### config.mk
export PLATFORM = sky130hd
export DESIGN_NAME = psum_drain
export DESIGN_NICKNAME = d
export VERILOG_FILES = /design/src/rtl/psum_drain.sv
export SDC_FILE = /design/constraint.sdc
export NUM_CORES = 1
export LEC_CHECK = 0
export ABC_AREA = 0
export CAP_MARGIN = 20
export CORE_MARGIN = 2
export CORE_UTILIZATION = 35
export DETAILED_ROUTE_END_ITERATION = 12
export PLACE_DENSITY = 0.65
export SKIP_LAST_GASP = 1
export SLEW_MARGIN = 20
export SYNTH_ARGS = -nofsm -noshare
export SYNTH_HDL_FRONTEND = slang
export SYNTH_SLANG_ARGS = --single-unit
### constraint.sdc
create_clock -name clk -period 7.8 [get_ports clk]
set_input_delay 1.17 -clock clk [delete_from_list [all_inputs] [get_ports clk]]
set_output_delay 1.17 -clock clk [all_outputs]
set_load 0.005 [all_outputs]
### src/rtl/psum_drain.sv
// psum_drain: pops full psum rows from the PE-array output FIFO into the psum SRAM.
// Define PSUM_DRAIN_RELU_EN to clamp negative lanes to zero while a row is captured.
module psum_drain #(
  parameter int col    = 8,
  parameter int bw     = 16,
  parameter int addr_w = 11,
  parameter int cnt_w  = 11,
  parameter int rd_lat = 2
) (
  input  logic                clk,
  input  logic                reset,
  input  logic                start,
  input  logic [addr_w-1:0]   base_addr,
  input  logic [cnt_w-1:0]    num_rows,
  input  logic                fifo_valid,
  input  logic [col*bw-1:0]   fifo_out,
  output logic                fifo_rd,
  output logic                mem_cen,
  output logic                mem_wen,
  output logic [addr_w-1:0]   mem_addr,
  output logic [col*bw-1:0]   mem_d,
  output logic                busy,
  output logic [cnt_w-1:0]    row_cnt,
  output logic                done
);

  localparam int lat_w = $clog2(rd_lat + 1);

  typedef enum logic [2:0] {
    IDLE,
    ISSUE,
    WAIT,
    WRITE,
    DONE
  } state_t;

  state_t              state;
  state_t              nxt;
  logic [lat_w-1:0]    cnt;
  logic [addr_w-1:0]   addr;
  logic [cnt_w-1:0]    rows;
  logic                pop;
  logic                cap;
  logic                inc;
  logic                acc;
  logic                last;

  function automatic logic [col*bw-1:0] clamp(
    input logic [col*bw-1:0] r
  );
    logic [col*bw-1:0] o;
    o = r;
`ifdef PSUM_DRAIN_RELU_EN
    for (int i = 0; i < col; i++) begin
      if (r[bw*i+bw-1]) begin
        o[bw*i +: bw] = '0;
      end
    end
`endif
    return o;
  endfunction

  assign last = (row_cnt + cnt_w'(1)) == rows;

  always_comb begin
    nxt = state;
    pop = 1'b0;
    cap = 1'b0;
    inc = 1'b0;
    acc = 1'b0;
    case (state)
      IDLE: begin
        if (start) begin
          acc = 1'b1;
          nxt = (num_rows == '0) ? DONE : ISSUE;
        end
      end
      ISSUE: begin
        if (fifo_valid) begin
          pop = 1'b1;
          nxt = WAIT;
        end
      end
      WAIT: begin
        if (cnt == '0) begin
          cap = 1'b1;
          nxt = WRITE;
        end
      end
      WRITE: begin
        inc = 1'b1;
        // next pop is issued straight from WRITE to keep one row per rd_lat+2
        if (last) begin
          nxt = DONE;
        end else if (fifo_valid) begin
          pop = 1'b1;
          nxt = WAIT;
        end else begin
          nxt = ISSUE;
        end
      end
      DONE: begin
        nxt = IDLE;
      end
      default: begin
        nxt = IDLE;
      end
    endcase
  end

  always_ff @(posedge clk or posedge reset) begin
    if (reset) begin
      state   <= IDLE;
      cnt     <= '0;
      fifo_rd <= 1'b0;
      busy    <= 1'b0;
      done    <= 1'b0;
    end else begin
      state   <= nxt;
      fifo_rd <= pop;
      done    <= (state == DONE);
      // stays high through the cycle that shows the done pulse
      busy    <= (state != IDLE) || (nxt != IDLE);
      if (pop) begin
        cnt <= lat_w'(rd_lat);
      end else if (state == WAIT && cnt != '0) begin
        cnt <= cnt - lat_w'(1);
      end
    end
  end

  always_ff @(posedge clk or posedge reset) begin
    if (reset) begin
      addr     <= '0;
      rows     <= '0;
      row_cnt  <= '0;
      mem_cen  <= 1'b1;
      mem_wen  <= 1'b1;
      mem_addr <= '0;
      mem_d    <= '0;
    end else begin
      mem_cen <= !cap;
      mem_wen <= !cap;
      if (cap) begin
        mem_addr <= addr;
        mem_d    <= clamp(fifo_out);
      end
      if (acc) begin
        addr    <= base_addr;
        rows    <= num_rows;
        row_cnt <= '0;
      end else if (inc) begin
        addr    <= addr + addr_w'(1);
        row_cnt <= row_cnt + cnt_w'(1);
      end
    end
  end

endmodule
==> results of run 1 <==
final timing paths:
kind | startpoint | to | slack (ns) | cells after the start
setup / recovery | reset | mem_d[82] | 4.96 | 3
hold / removal | mem_d[85] | mem_d[85] | 0.49 | 1
setup reg to reg | cnt[0] | mem_d[51] | 5.13 | 6
hold reg to reg | mem_d[85] | mem_d[85] | 0.49 | 1
max in group clk | cnt[0] | mem_d[51] | 5.13 | 6
min in group asynchronous | reset | mem_d[75] | 1.31 | 2
cells by family (layout without fill, tap and decap cells):
family / Yosys count / after routing
DFF: 181 / 181
muxes: 139 / 139
and+or+nand+nor: 116 / 116
AOI/OAI and AO/OA: 45 / 45
buffers and inverters: 38 / 352
xor gates and xnor gates: 26 / 26
adders and majority gates: 3 / 3
other: 0 / 1
cell usage in the layout (no fill, tap or decap), drive strengths merged, types with 2 or more instances in the layout:
master         synthesis  final
a211oi                 2      2
a21oi                  7      7
and2                   5      5
and3                   6      6
and4                   2      2
buf                   21      4
clkbuf                 9     18
clkdlybuf4s50          0    308
clkinv                 0      2
clkinvlp               0      2
dfrtp                180    180
ha                     3      3
inv                    8     17
mux2                 139    139
nand2                 60     60
nand2b                 2      2
nand3                  7      7
nand3b                 2      2
nand4                  3      3
nor2                  19     19
nor3                   2      2
nor4                   3      3
nor4b                  2      2
o21ai                 21     21
o22ai                  3      3
o31ai                  2      2
o41ai                  3      3
xnor2                 13     13
xor2                  13     13
metal layers:
metal  vias up  share of wire  track usage
li1       2513              -            -
met1      2607           0.42        0.226
met2       191           0.50        0.313
met3        15          0.065       0.0560
met4         4         0.0096       0.0443
met5         -         0.0011            0
cells in the mapped netlist, types with 2 or more instances:
| cell type | n | share of area |
|---|---|---|
| sky130_fd_sc_hd__inv_1 | 7 | 0.0036 |
| sky130_fd_sc_hd__nand2b_1 | 2 | 0.0017 |
| sky130_fd_sc_hd__a21oi_1 | 6 | 0.0041 |
| sky130_fd_sc_hd__buf_4 | 2 | 0.0020 |
| sky130_fd_sc_hd__mux2_2 | 64 | 0.098 |
| sky130_fd_sc_hd__nor3_1 | 2 | 0.0014 |
| sky130_fd_sc_hd__o21ai_1 | 5 | 0.0034 |
| sky130_fd_sc_hd__nand4_1 | 3 | 0.0025 |
| sky130_fd_sc_hd__o41ai_1 | 3 | 0.0036 |
| sky130_fd_sc_hd__a211oi_1 | 2 | 0.0020 |
| sky130_fd_sc_hd__buf_2 | 17 | 0.012 |
| sky130_fd_sc_hd__nor4_1 | 3 | 0.0025 |
| sky130_fd_sc_hd__dfrtp_1 | 180 | 0.61 |
| sky130_fd_sc_hd__and4_1 | 2 | 0.0024 |
| sky130_fd_sc_hd__and2_1 | 4 | 0.0034 |
| sky130_fd_sc_hd__o21ai_0 | 16 | 0.011 |
| sky130_fd_sc_hd__nor4b_2 | 2 | 0.0041 |
| sky130_fd_sc_hd__ha_1 | 3 | 0.0051 |
| sky130_fd_sc_hd__o22ai_1 | 3 | 0.0025 |
| sky130_fd_sc_hd__nand3b_1 | 2 | 0.0020 |
| sky130_fd_sc_hd__buf_6 | 2 | 0.0031 |
| sky130_fd_sc_hd__mux2_1 | 75 | 0.11 |
| sky130_fd_sc_hd__xnor2_1 | 13 | 0.015 |
| sky130_fd_sc_hd__nor2_1 | 18 | 0.0092 |
| sky130_fd_sc_hd__xor2_1 | 13 | 0.015 |
| sky130_fd_sc_hd__clkbuf_1 | 9 | 0.0046 |
| sky130_fd_sc_hd__o31ai_1 | 2 | 0.0020 |
| sky130_fd_sc_hd__and3_1 | 5 | 0.0042 |
| sky130_fd_sc_hd__nand3_1 | 7 | 0.0047 |
| sky130_fd_sc_hd__nand2_1 | 60 | 0.031 |
worst register-to-register path, delay by kind of cell (launching register included):
family / cells / cell delay [ns]
multiplexers: 1 / 0.46
flip-flops: 1 / 0.36
buffers and inverters: 3 / 1.30
AND/OR/NAND/NOR: 1 / 0.24
adder cells (fa/ha/maj): 1 / 0.20
power by group:
part | internal [mW] | switching [mW] | leakage (nW)
logic | 1.16 | 0.654 | 2.24
clock network | 0.467 | 0.397 | 0.290
registers | 1.39 | 0.264 | 2.18
state kept, by name, summed over array words and instances (netlist names):
register,cells
addr,11
busy,1
cnt,2
done,1
fifo_rd,1
mem_addr,11
mem_d,128
mem_wen,1
row_cnt,11
rows,11
state,3
area by class of cell:
type                            instances  area (µm²)  share of cell area
Antenna cell                            1        2.50            0.000222
Clock buffer                           18         439              0.0389
Clock inverter                         14         156              0.0139
Inverter                                8        35.0             0.00310
Multi-Input combinational cell        329        2670               0.236
Sequential cell                       181        4530               0.401
Tap cell                              275         344              0.0305
Timing Repair Buffer                  312        3110               0.276
==> flow_summary.html, run 1 <==
<table>
<tr><th>Metric</th><th>Value</th></tr>
<tr><th colspan="2">STA</th></tr>
<tr><td>Worst-Margin Slew</td><td>0.948 ns</td></tr>
<tr><td>Rel. slew slack</td><td>0.368</td></tr>
<tr><td>Unrepaired setup endpoints after global routing</td><td>no</td></tr>
<tr><td>Achievable clock frequency</td><td>352 MHz</td></tr>
<tr><td>Setup slack after layout</td><td>4.96 ns</td></tr>
<tr><td>Final hold violation count</td><td>0</td></tr>
<tr><td>Finish-stage setup viols</td><td>0</td></tr>
<tr><td>Summed negative setup slack over all endpoints</td><td>0 ns</td></tr>
<tr><td>Setup Skew</td><td>0.0132 ns</td></tr>
<tr><td>Final clock period utilization by the worst path</td><td>0.364</td></tr>
<tr><td>Fin crit period</td><td>2.84 ns</td></tr>
<tr><td>Max-slew violation count</td><td>0</td></tr>
<tr><td>Fin Hold WS</td><td>0.486 ns</td></tr>
<tr><th colspan="2">Routing</th></tr>
<tr><td>Via count normalized by instance count</td><td>4.68</td></tr>
<tr><td>Routed vias</td><td>5330</td></tr>
<tr><td>Post-route ant nets</td><td>0</td></tr>
<tr><td>Count of routing violations after the opening detailed-route iteration</td><td>230</td></tr>
<tr><td>Pre-Repair DR Iteration Count</td><td>4</td></tr>
<tr><td>Wire per inst</td><td>17.8 µm</td></tr>
<tr><td>Wirelength, routed</td><td>20200 µm</td></tr>
<tr><td>DR DRC count</td><td>0</td></tr>
<tr><th colspan="2">Worst hold path</th></tr>
<tr><td>Worst min-delay path category</td><td>flip-flop to flip-flop</td></tr>
<tr><th colspan="2">Pwr</th></tr>
<tr><td>PnR Total Power</td><td>4.33 mW</td></tr>
<tr><td>Peak VDD IR</td><td>0.224 mV</td></tr>
<tr><td>Total power divided by cell area</td><td>384 mW/mm²</td></tr>
<tr><td>Leak pwr</td><td>4.71 nW</td></tr>
<tr><th colspan="2">Synthesis</th></tr>
<tr><td>Parity-gate share of the synthesized area counting xor and xnor cells</td><td>0.0309</td></tr>
<tr><td>Total of warnings raised by yosys</td><td>0</td></tr>
<tr><td>Portion of the post-synthesis area used by sequential elements</td><td>0.614</td></tr>
<tr><td>Mux cell area share after synthesis</td><td>0.212</td></tr>
<tr><td>Area fraction in compound gates after synthesis</td><td>0.0377</td></tr>
<tr><td>Share of async-settable or async-resettable flops after synthesis</td><td>1.00</td></tr>
<tr><td>Number of flops mapped to enable cells by yosys</td><td>0</td></tr>
<tr><td>Instance count of the mapped netlist</td><td>548</td></tr>
<tr><td>Flip-flop and latch count after synthesis</td><td>181</td></tr>
<tr><td>Count of distinct cell types in the synthesized netlist</td><td>46</td></tr>
<tr><td>Adder-cell share of the synthesized area</td><td>0.00509</td></tr>
<tr><td>Largest family of logic cells by synthesized area</td><td>multiplexers</td></tr>
<tr><td>Synth Area per Inst</td><td>13.5 µm²</td></tr>
<tr><td>Post-Synthesis Net Count</td><td>705</td></tr>
<tr><td>Top FF cell, synth</td><td>sky130_fd_sc_hd__dfrtp_1</td></tr>
<tr><td>Syn Std Cell Area</td><td>0.00738 mm²</td></tr>
<tr><td>Synthesized-area fraction occupied by and/or/nand/nor cells</td><td>0.0746</td></tr>
<tr><th colspan="2">Floorplanning</th></tr>
<tr><td>Row Count</td><td>53</td></tr>
<tr><td>Initial Util</td><td>0.354</td></tr>
<tr><td>Die X-Extent</td><td>149 µm</td></tr>
<tr><td>Core region area</td><td>0.0208 mm²</td></tr>
<tr><td>Die height</td><td>149 µm</td></tr>
<tr><td>Die ar.</td><td>0.0223 mm²</td></tr>
<tr><td>Number of top-level design ports</td><td>309</td></tr>
<tr><th colspan="2">Global route</th></tr>
<tr><td>Wire length of the first global-routing pass</td><td>31100 µm</td></tr>
<tr><td>Total congestion overflow</td><td>0</td></tr>
<tr><td>Total global-route track usage</td><td>0.183</td></tr>
<tr><td>Initial antenna violation count</td><td>3</td></tr>
<tr><td>Maximum number of pins on one net before global-route repair</td><td>111</td></tr>
<tr><td>Vias in the first global route</td><td>5499</td></tr>
<tr><th colspan="2">Setup path</th></tr>
<tr><td>Path type of the worst setup path</td><td>input pin to async pin</td></tr>
<tr><td>Sort of element at the end of the critical path</td><td>async pin</td></tr>
<tr><td>Number of buffer and inverter stages on the critical path</td><td>3</td></tr>
<tr><td>Slowest cell delay on critical path</td><td>0.86 ns</td></tr>
<tr><td>Critical path cell sequence</td><td>clkdlybuf4s50_1 -&gt; clkinv_4 -&gt; buf_4</td></tr>
<tr><td>Critical path peak fanout</td><td>110</td></tr>
<tr><td>Nature of the critical path startpoint</td><td>input pin</td></tr>
<tr><td>Required time reported for the critical path endpoint</td><td>8.21 ns</td></tr>
<tr><td>Worst Path Arrival</td><td>3.25 ns</td></tr>
<tr><td>Family with the most delay on the worst path</td><td>buffers and inverters</td></tr>
<tr><td>Library cell contributing the largest single delay on the critical path</td><td>sky130_fd_sc_hd__buf_4</td></tr>
<tr><th colspan="2">Clock tree</th></tr>
<tr><td>Number of hold buffers added after CTS</td><td>0</td></tr>
<tr><td>Clock network latency to the later pin of the worst-skew pair</td><td>0.42 ns</td></tr>
<tr><td>Number of clock sinks</td><td>181</td></tr>
<tr><td>H-tree depth</td><td>4</td></tr>
<tr><td>Clock tree from TritonCTS</td><td>built</td></tr>
<tr><td>Post-CTS setup-driven buffer insertion count</td><td>0</td></tr>
<tr><td>Number of buffers created by CTS</td><td>17</td></tr>
<tr><td>Worst-path clk slew</td><td>0.07 ns</td></tr>
<tr><td>Root buffer cell</td><td>sky130_fd_sc_hd__clkbuf_16</td></tr>
<tr><td>Maximum buffer depth of the clock tree</td><td>2</td></tr>
<tr><td>Post-cts repair resize count</td><td>0</td></tr>
<tr><th colspan="2">Status</th></tr>
<tr><td>Status</td><td>complete, no violations</td></tr>
<tr><th colspan="2">Placed design</th></tr>
<tr><td>Routability Congestion</td><td>0.779</td></tr>
<tr><td>Cell Count Post-Placement</td><td>1105</td></tr>
<tr><td>Placed wire-length estimate after detailed placement</td><td>15200 µm</td></tr>
<tr><td>Cell area after placement</td><td>0.0107 mm²</td></tr>
<tr><td>Pre-CTS setup slack</td><td>4.34 ns</td></tr>
<tr><td>Port buffer count</td><td>308</td></tr>
<tr><th colspan="2">Final layout</th></tr>
<tr><td>Proportion of layout cells with a drive suffix above 1</td><td>0.128</td></tr>
<tr><td>Post-route standard cell area excluding fillers</td><td>0.0113 mm²</td></tr>
<tr><td>Final std cells w/o fill</td><td>1138</td></tr>
<tr><td>Net total in the final layout</td><td>1006</td></tr>
<tr><td>Layout fillers</td><td>1786</td></tr>
<tr><td>Layout area overhead</td><td>53.1%</td></tr>
<tr><td>Final core occ</td><td>0.542</td></tr>
<tr><th colspan="2">Job</th></tr>
<tr><td>Number of maximum-capacitance violations</td><td>0</td></tr>
</table>
(Power assumes the default switching activity.)
==> run 2, diff against run 1 <==
--- a/config.mk
+++ b/config.mk
@@ -10,7 +10,7 @@
 export CORE_MARGIN = 2
 export CORE_UTILIZATION = 35
 export DETAILED_ROUTE_END_ITERATION = 12
-export PLACE_DENSITY = 0.65
+export PLACE_DENSITY = 0.67
 export SKIP_LAST_GASP = 1
 export SLEW_MARGIN = 20
 export SYNTH_ARGS = -nofsm -noshare
==> constraint.sdc (replaced) <==
create_clock -name clk -period 2.4 [get_ports clk]
set_input_delay 0.36 -clock clk [delete_from_list [all_inputs] [get_ports clk]]
set_output_delay 0.36 -clock clk [all_outputs]
set_load 0.005 [all_outputs]
==> run 2 against run 1 <==
Combinational power grew to 3.3 times the previous value. Sequential cell count is the same. Sequential power grew to 3.2 times the previous value. Worst setup slack worse by 4.7 ns. Utilization increased by 0.53 points. Largest power group unchanged. Worst hold slack lost 0.17 ns. Clock power rose to 3.1 times the previous value. Clock skew down 0.00095 ns. First-iteration DRC count down 17%. Sequential share of layout area fell by 0.39 points. Cell count up 0.88%. Design area increased by 0.99%. Critical path type is now flip-flop to flip-flop.
==> flow_summary.html, run 2 (synthesized netlist as in run 1, its figures left out) <==
<table>
<tr><th>Metric</th><th>Value</th></tr>
<tr><th colspan="2">Global route</th></tr>
<tr><td>Met3 layer usage reported by global route</td><td>0.0557</td></tr>
<tr><td>Initial antenna violation count</td><td>2</td></tr>
<tr><td>Wire length of the first global-routing pass</td><td>30400 µm</td></tr>
<tr><td>Total congestion overflow</td><td>0</td></tr>
<tr><td>Total global-route track usage</td><td>0.181</td></tr>
<tr><td>Met1 GRT Util</td><td>0.230</td></tr>
<tr><td>Met2 routing resource usage after global routing</td><td>0.296</td></tr>
<tr><td>Busiest metal layer after global routing</td><td>met2</td></tr>
<tr><td>Maximum number of pins on one net before global-route repair</td><td>73</td></tr>
<tr><td>Vias in the first global route</td><td>5178</td></tr>
<tr><th colspan="2">STA</th></tr>
<tr><td>Max-slew violation count</td><td>0</td></tr>
<tr><td>Fin crit period</td><td>2.10 ns</td></tr>
<tr><td>Unrepaired setup endpoints after global routing</td><td>no</td></tr>
<tr><td>Final hold violation count</td><td>0</td></tr>
<tr><td>Rel. slew slack</td><td>0.670</td></tr>
<tr><td>Setup Skew</td><td>0.0122 ns</td></tr>
<tr><td>Achievable clock frequency</td><td>476 MHz</td></tr>
<tr><td>Final clock period utilization by the worst path</td><td>0.875</td></tr>
<tr><td>Finish-stage setup viols</td><td>0</td></tr>
<tr><td>Worst-Margin Slew</td><td>0.494 ns</td></tr>
<tr><th colspan="2">Final layout</th></tr>
<tr><td>Flip-flop count of the largest register, all copies and words added</td><td>128</td></tr>
<tr><td>Net total in the final layout</td><td>1016</td></tr>
<tr><td>Leading cell type in the layout, fill and taps excluded</td><td>sky130_fd_sc_hd__clkdlybuf4s50_1</td></tr>
<tr><td>Final std cells w/o fill</td><td>1148</td></tr>
<tr><td>Layout area overhead</td><td>54.6%</td></tr>
<tr><td>Register with the most flip-flops</td><td>mem_d</td></tr>
<tr><td>Layout fillers</td><td>1821</td></tr>
<tr><td>Proportion of layout cells with a drive suffix above 1</td><td>0.135</td></tr>
<tr><td>Most frequent cells in the layout</td><td>308 x sky130_fd_sc_hd__clkdlybuf4s50_1, 180 x sky130_fd_sc_hd__dfrtp_1, 75 x sky130_fd_sc_hd__mux2_1</td></tr>
<tr><th colspan="2">Routing</th></tr>
<tr><td>Post-route ant nets</td><td>0</td></tr>
<tr><td>Wire per inst</td><td>17.4 µm</td></tr>
<tr><td>Pre-Repair DR Iteration Count</td><td>4</td></tr>
<tr><td>DR DRC count</td><td>0</td></tr>
<tr><td>Via count normalized by instance count</td><td>4.59</td></tr>
<tr><td>Wirelength, routed</td><td>20000 µm</td></tr>
<tr><td>Count of routing violations after the opening detailed-route iteration</td><td>191</td></tr>
<tr><td>Routed vias</td><td>5271</td></tr>
<tr><th colspan="2">Pwr</th></tr>
<tr><td>Clock group share of total power</td><td>0.191</td></tr>
<tr><td>Leak pwr</td><td>4.76 nW</td></tr>
<tr><td>Pint</td><td>9.78 mW</td></tr>
<tr><td>NetSw</td><td>4.27 mW</td></tr>
<tr><td>Part of the total power dissipated in combinational logic</td><td>0.430</td></tr>
<tr><td>PnR Total Power</td><td>14.1 mW</td></tr>
<tr><td>Peak VDD IR</td><td>0.588 mV</td></tr>
<tr><td>Switching part of the total</td><td>0.304</td></tr>
<tr><td>Proportion of power drawn by flip-flops and latches</td><td>0.379</td></tr>
<tr><td>Total power divided by cell area</td><td>1230 mW/mm²</td></tr>
<tr><th colspan="2">Floorplanning</th></tr>
<tr><td>Number of top-level design ports</td><td>309</td></tr>
<tr><td>Initial Util</td><td>0.354</td></tr>
<tr><td>Die ar.</td><td>0.0223 mm²</td></tr>
<tr><td>Core region area</td><td>0.0208 mm²</td></tr>
<tr><td>Die X-Extent</td><td>149 µm</td></tr>
<tr><td>Die height</td><td>149 µm</td></tr>
<tr><td>Row Count</td><td>53</td></tr>
<tr><th colspan="2">Setup path</th></tr>
<tr><td>Path type of the worst setup path</td><td>flip-flop to flip-flop</td></tr>
<tr><td>Worst Path Arrival</td><td>2.40 ns</td></tr>
<tr><td>Library cell contributing the largest single delay on the critical path</td><td>sky130_fd_sc_hd__dfrtp_1</td></tr>
<tr><td>Sort of element at the end of the critical path</td><td>flip-flop</td></tr>
<tr><td>Slowest cell delay on critical path</td><td>0.45 ns</td></tr>
<tr><td>Critical path cell sequence</td><td>ha_1 -&gt; and3_1 -&gt; nand4_1 -&gt; xnor2_1 -&gt; a211oi_1 -&gt; a21oi_2 -&gt; a211o_1</td></tr>
<tr><td>Required time reported for the critical path endpoint</td><td>2.70 ns</td></tr>
<tr><td>Nature of the critical path startpoint</td><td>flip-flop</td></tr>
<tr><td>Critical path peak fanout</td><td>7</td></tr>
<tr><th colspan="2">Placed design</th></tr>
<tr><td>Port buffer count</td><td>308</td></tr>
<tr><td>Routability Congestion</td><td>0.769</td></tr>
<tr><td>Cell Count Post-Placement</td><td>1115</td></tr>
<tr><td>Placed wire-length estimate after detailed placement</td><td>15200 µm</td></tr>
<tr><th colspan="2">Worst hold path</th></tr>
<tr><td>Worst min-delay path category</td><td>input pin to async pin</td></tr>
<tr><th colspan="2">Clock tree</th></tr>
<tr><td>Root buffer cell</td><td>sky130_fd_sc_hd__clkbuf_16</td></tr>
<tr><td>Number of clock sinks</td><td>181</td></tr>
<tr><td>Post-cts repair resize count</td><td>0</td></tr>
<tr><td>Number of hold buffers added after CTS</td><td>0</td></tr>
<tr><td>Clock tree from TritonCTS</td><td>built</td></tr>
<tr><td>Number of buffers created by CTS</td><td>17</td></tr>
<tr><td>Maximum buffer depth of the clock tree</td><td>2</td></tr>
<tr><td>H-tree depth</td><td>4</td></tr>
<tr><td>Clock network latency to the later pin of the worst-skew pair</td><td>0.42 ns</td></tr>
<tr><td>Post-CTS setup-driven buffer insertion count</td><td>0</td></tr>
<tr><td>Worst-path clk slew</td><td>0.07 ns</td></tr>
<tr><th colspan="2">Job</th></tr>
<tr><td>Number of maximum-capacitance violations</td><td>0</td></tr>
<tr><th colspan="2">Status</th></tr>
<tr><td>Status</td><td>complete, no violations</td></tr>
</table>
[run 2: worst paths after layout]
kind	start	cells past startpoint	end	slack [ns]
max in group asynchronous	reset	3	mem_d[100]	1.35
hold / removal	reset	2	mem_d[3]	0.32
setup reg to reg	row_cnt[0]	7	cnt[1]	0.30
setup / recovery	row_cnt[0]	7	cnt[1]	0.30
min in group clk	base_addr[5]	3	addr[5]	0.48
hold reg to reg	mem_d[64]	1	mem_d[64]	0.49
[run 2: metrics by stage]
stage,setup TNS [ns],worst slack [ns],hold slack [ns],cell area (µm²),util
final,0,0.300,0.316,11400,0.548
after global routing,0,0.117,0.330,11400,0.547
after floorplan,-50.72,-0.282,0.459,7380,-
after detailed placement,0,0.315,0.474,10800,0.520
after CTS,0,0.302,0.305,11400,0.547
after global placement,0,0.350,0.468,10800,0.520
[run 2: final cells by class]
class                           instances  area, µm²  share of cell area
Multi-Input combinational cell        329       2670               0.234
Sequential cell                       181       4530               0.397
Tap cell                              275        344              0.0302
Timing Repair Buffer                  322       3250               0.285
Clock buffer                           17        425              0.0373
Inverter                                8       33.8             0.00296
Antenna cell                            2       5.00            0.000439
Clock inverter                         14        144              0.0126
[run 2: routing by layer]
layer  up-vias  wire length [µm]
met4         0               296
met1      2544              8590
met5         -                 0
met3        19              1360
met2       179              9750
li1       2529                 -
[run 2: power groups by stage]
stage | logic, mW | registers (mW) | clock network, mW
floorplan | 2.54 | 5.40 | 0
global placement | 6.10 | 5.34 | 0
detailed placement | 6.16 | 5.40 | 0
CTS | 6.18 | 5.34 | 2.77
global route | 6.54 | 5.53 | 2.93
finish | 6.04 | 5.33 | 2.68
[run 2: worst max-delay path: cells and delay by family (launching register included)]
kind | cells | cell delay [ns]
AO/OA/AOI/OAI | 3 | 0.65
XOR/XNOR | 1 | 0.19
adder cells (fa/ha/maj) | 1 | 0.30
flip-flops | 1 | 0.45
AND/OR/NAND/NOR | 2 | 0.38
